==> src/rtl/complex_add_sub.sv <==
// Registered complex adder/subtractor for packed signed fixed-point operands.
// Word packing: [2W-1:W] = real, [W-1:0] = imag. One cycle of latency, with
// per-component overflow flags and an optional clamp to the W-bit range.
//
// Handshake: in_valid qualifies x, y and ctrl in the cycle it is high. The
// result appears with out_valid=1 in the following cycle. There is no ready
// and no backpressure, so every valid input is accepted. With in_valid=0,
// out and the ovf flags keep their last values and out_valid drops to 0.
module complex_add_sub #(
  parameter int W        = 8,
  parameter int SATURATE = 0
) (
  input  logic           clk,
  input  logic           rst,
  input  logic           in_valid,
  input  logic [2*W-1:0] x,
  input  logic [2*W-1:0] y,
  input  logic           ctrl,
  output logic [2*W-1:0] out,
  output logic           out_valid,
  output logic           ovf_re,
  output logic           ovf_im
);

  localparam logic [W-1:0] MAX_POS = {1'b0, {(W-1){1'b1}}};
  localparam logic [W-1:0] MAX_NEG = {1'b1, {(W-1){1'b0}}};

  logic signed [W:0] xr_ext, xi_ext, yr_ext, yi_ext;
  logic signed [W:0] re_full, im_full;
  logic              re_ovf, im_ovf;
  logic [W-1:0]      re_res, im_res;

  logic [2*W-1:0] out_d, out_q;
  logic           out_valid_d, out_valid_q;
  logic           ovf_re_d, ovf_re_q;
  logic           ovf_im_d, ovf_im_q;

  // Sign-extend each component to W+1 bits, then add or subtract independently
  // so no carry or borrow crosses from imag into real.
  always_comb begin
    xr_ext  = {x[2*W-1], x[2*W-1:W]};
    xi_ext  = {x[W-1],   x[W-1:0]};
    yr_ext  = {y[2*W-1], y[2*W-1:W]};
    yi_ext  = {y[W-1],   y[W-1:0]};
    re_full = ctrl ? (xr_ext + yr_ext) : (xr_ext - yr_ext);
    im_full = ctrl ? (xi_ext + yi_ext) : (xi_ext - yi_ext);
  end

  // The result is out of W-bit range exactly when its top two bits differ.
  // In that case the top bit is the true sign and picks the clamp value.
  always_comb begin
    re_ovf = re_full[W] ^ re_full[W-1];
    im_ovf = im_full[W] ^ im_full[W-1];
    re_res = re_full[W-1:0];
    im_res = im_full[W-1:0];
    if (SATURATE != 0) begin
      if (re_ovf) re_res = re_full[W] ? MAX_NEG : MAX_POS;
      if (im_ovf) im_res = im_full[W] ? MAX_NEG : MAX_POS;
    end
  end

  // Next-state for the output registers: load on a valid input, otherwise hold
  // the result and flags and drop out_valid.
  always_comb begin
    out_d       = out_q;
    ovf_re_d    = ovf_re_q;
    ovf_im_d    = ovf_im_q;
    out_valid_d = 1'b0;
    if (in_valid) begin
      out_d       = {re_res, im_res};
      ovf_re_d    = re_ovf;
      ovf_im_d    = im_ovf;
      out_valid_d = 1'b1;
    end
  end

  // Output registers. Reset wins over a valid input in the same cycle.
  always_ff @(posedge clk) begin
    if (rst) begin
      out_q       <= '0;
      out_valid_q <= 1'b0;
      ovf_re_q    <= 1'b0;
      ovf_im_q    <= 1'b0;
    end else begin
      out_q       <= out_d;
      out_valid_q <= out_valid_d;
      ovf_re_q    <= ovf_re_d;
      ovf_im_q    <= ovf_im_d;
    end
  end

  assign out       = out_q;
  assign out_valid = out_valid_q;
  assign ovf_re    = ovf_re_q;
  assign ovf_im    = ovf_im_q;

endmodule

==> config.mk <==
export PLATFORM = sky130hd
export DESIGN_NAME = complex_add_sub
export DESIGN_NICKNAME = d
export VERILOG_FILES = /design/src/rtl/complex_add_sub.sv
export SDC_FILE = /design/constraint.sdc
export NUM_CORES = 1
export LEC_CHECK = 0
export ABC_CLOCK_PERIOD_IN_PS = 3800
export CAP_MARGIN = 0
export CORE_MARGIN = 2
export CORE_UTILIZATION = 47
export DETAILED_ROUTE_END_ITERATION = 12
export PLACE_DENSITY = 0.89
export SETUP_SLACK_MARGIN = 0.3
export SLEW_MARGIN = 20
export SYNTH_ARGS = -nofsm -noshare
export SYNTH_HDL_FRONTEND = slang
export SYNTH_SLANG_ARGS = --single-unit
export TNS_END_PERCENT = 5
==> constraint.sdc <==
create_clock -name clk -period 3.8 [get_ports clk]
set_input_delay 0.57 -clock clk [delete_from_list [all_inputs] [get_ports clk]]
set_output_delay 0.57 -clock clk [all_outputs]
set_load 0.01 [all_outputs]
==> impl_metrics.env <==
export IMPL_status="complete, no violations"
export IMPL_final_area_um2=2450
export IMPL_fmax_mhz=301
export IMPL_grt_pass1_vias=1661
export IMPL_synthAdderAreaFrac=0.162
export IMPL_synth_async_reset_ratio=0
export IMPL_die_h_um=65.7
export IMPL_initial_core_util=0.488
export IMPL_gr_total_overflow=0
export IMPL_start_kind="input port"
export IMPL_cp_data_arrival_time_ns=3.49
export IMPL_setup_viol=0
export IMPL_htree_levels=1
export IMPL_ys_top_cells_by_area="dfxtp_1, ha_1, nor2_1, mux2i_1, xor2_1"
export IMPL_r2r_setup_slack_ns=2.87
export IMPL_cts_root_buffer="clkbuf_8"
export IMPL_coreArea_um2=3660
export IMPL_netlist_area_um2=1790
export IMPL_placed_area_um2=2390
export IMPL_worstSetupPathType="input port to register"
export IMPL_synth_edf_count=0
export IMPL_yosysWarnings=0
export IMPL_hp_start="out[1]"
export IMPL_path_cells="clkdlybuf4s50_1 -> inv_1 -> ha_1 -> a21oi_1 -> xor2_1 -> ha_1 -> a21o_1 -> a21o_1 -> a31o_1 -> a31oi_1 -> xnor3_1 -> a211oi_2"
export IMPL_synth_area_leader_cell="dfxtp_1"
export IMPL_die_w_um=65.7
export IMPL_vias=1698
export IMPL_drive_gt1_frac=0.0634
export IMPL_die_area_um2=4310
export IMPL_crit_buf_inv=2
export IMPL_antennaDiodeCount=0
export IMPL_grtUsageMet3=0.0240
export IMPL_placementRows=22
export IMPL_critPathMaxStageDelay_ns=0.53
export IMPL_post_cts_buffers=0
export IMPL_cp_slowest_cell="clkdlybuf4s50_1"
export IMPL_drt_iter0_drc=41
export IMPL_final_common_cell="clkdlybuf4s50_1"
export IMPL_cts_tree="done"
export IMPL_power_leakage_nw=1.05
export IMPL_grt_usage=0.214
export IMPL_synth_mux_area_frac=0.0854
export IMPL_synth_nets=271
export IMPL_final_hold_viol_count=0
export IMPL_max_cap_violations=0
export IMPL_endpoint_kind="register"
export IMPL_worst_slack_ns=0.476
export IMPL_crit_path_max_fanout=5
export IMPL_ir_drop_mv=0.182
export IMPL_hold_end="out[1]"
export IMPL_synth_seq_area_share=0.213
export IMPL_port_buffer_count=54
export IMPL_synthSimpleGateAreaFrac=0.226
export IMPL_clock_sinks=19
export IMPL_timing_final_crit_share=0.875
export IMPL_synth_ff_type="dfxtp_1"
export IMPL_avgRoutedWirePerCell_um=13.9
export IMPL_gr_max_usage_layer="met2"
export IMPL_ff2ff_path_depth=2
export IMPL_rsz0062_at_grt="false"
export IMPL_pre_cts_ws_ns=0.147
export IMPL_powerDensity_nw_per_um2=320
export IMPL_skew_ns=0
export IMPL_antenna_found_initial=0
export IMPL_grt_pass1_wl_um=7270
export IMPL_holdBufCountCts=0
export IMPL_via_per_inst=5.37
export IMPL_avgSynthCellArea_um2=8.39
export IMPL_nets=327
export IMPL_grtUsageMet1=0.258
export IMPL_cts_max_path_buffers=2
export IMPL_fin_tns_setup_ns=0
export IMPL_clkTransAtPathRegs_ns=0.08
export IMPL_required_ns=3.96
export IMPL_synthXorXnorAreaFrac=0.125
export IMPL_r2r_end="ovf_im"
export IMPL_grtUsageMet2=0.402
export IMPL_fillCellCount=310
export IMPL_cts_buffers=3
export IMPL_slew_headroom=0.488
export IMPL_syn_inst=213
export IMPL_final_cell_mix="clkdlybuf4s50_1, nor2_1, ha_1"
export IMPL_synth_seq_cells=19
export IMPL_gp_congestion=0.839
export IMPL_hold_path_class="register to register"
export IMPL_yosysUniqueCellTypes=41
export IMPL_worstReg2RegStart="ovf_im"
export IMPL_grt_max_degree=25
export IMPL_holdPathStages=2
export IMPL_dp_hpwl_um=3450
export IMPL_final_util=0.669
export IMPL_clk_latency_ns=0.26
export IMPL_dr_pass1_iters=4
export IMPL_period_minus_slack_ns=3.32
export IMPL_synth_compound_area_share=0.146
export IMPL_cp_top_family="compound AO/OA/AOI/OAI gates"
export IMPL_synth_top_family_by_area="simple AND/OR/NAND/NOR gates"
export IMPL_pin_count=55
export IMPL_totalWireLength_um=4390
export IMPL_synth_top_area_frac=0.213
export IMPL_tightestPinTransition_ns=0.766
export IMPL_drcViolationCount=0
export IMPL_final_antenna_net_count=0
export IMPL_area_growth_pct=37.1
export IMPL_power_w=0.000785
export IMPL_maxSlewViolCount=0
[flip-flops by register name (all words and copies together), names as in the netlist]
| signal | cells |
|---|---|
| out | 16 |
| ovf_re | 1 |
| out_valid | 1 |
| ovf_im | 1 |
[routing by layer]
layer,share of wire,wire (um)
met1,0.44,1950
met2,0.51,2230
met3,0.040,177
met4,0.0064,28
met5,0,0
[tightest hold or removal path, stage by stage (launching register included)]
cell	delay, ns
dfxtp_1	0.32
nor2_1	0.08
a211oi_1	0.04
[report_power, final]
group	switching [W]	total (W)	internal (W)
combinational	0.000187	0.000397	0.000211
clock	0.0000726	0.000147	0.0000739
sequential	0.0000143	0.000241	0.000227
[through the flow]
stage,hold slack (ns),instances
floorplan,0.489,213
global placement,0.460,312
detailed placement,0.472,312
CTS,0.485,316
global route,0.519,316
finish,0.484,316
[cell families after synthesis]
| family | Yosys count |
|---|---|
| compound gates | 39 |
| xor+xnor | 24 |
| fa+ha+maj | 22 |
| buf+inv | 20 |
| flops | 19 |
| mux | 15 |
| simple gates | 74 |
[Yosys cell counts, drive strengths merged (4+ instances only)]
master	number
a31oi	5
nand3	4
xor2	14
clkbuf	4
xnor2	9
nor2	36
a211oi	5
a21o	4
inv	13
nor3b	5
nor2b	5
mux2i	13
ha	20
dfxtp	19
nor3	6
o21ai	4
a21oi	11
[final cells by class]
cell class,count,area (um^2),area share
clock buffer,3,41.3,0.0169
clock inverter,1,7.51,0.00306
inverter,13,48.8,0.0199
multi-input combinational,174,1340,0.547
sequential,19,380,0.155
tap,48,60.1,0.0245
timing repair buffer,58,571,0.233
[worst max-delay path by stage]
| stage | startpoint | cells after the start | to | slack (ns) |
|---|---|---|---|---|
| finish | y[9] | 12 | ovf_re | 0.48 |
| global route | y[11] | 11 | ovf_re | 0.31 |
| CTS | y[0] | 14 | ovf_im | 0.39 |
| detailed placement | y[0] | 14 | ovf_im | 0.15 |
| global placement | y[0] | 14 | ovf_im | 0.22 |
| floorplan | ctrl | 11 | ovf_re | 0.73 |
[timing repair]
item / CTS / global route
endpoints found under the hold margin: 0 / 0
resized for setup: 0 / 2
endpoints found under the setup margin: 0 / 1
Note: power is estimated with default switching activity, not from simulation.
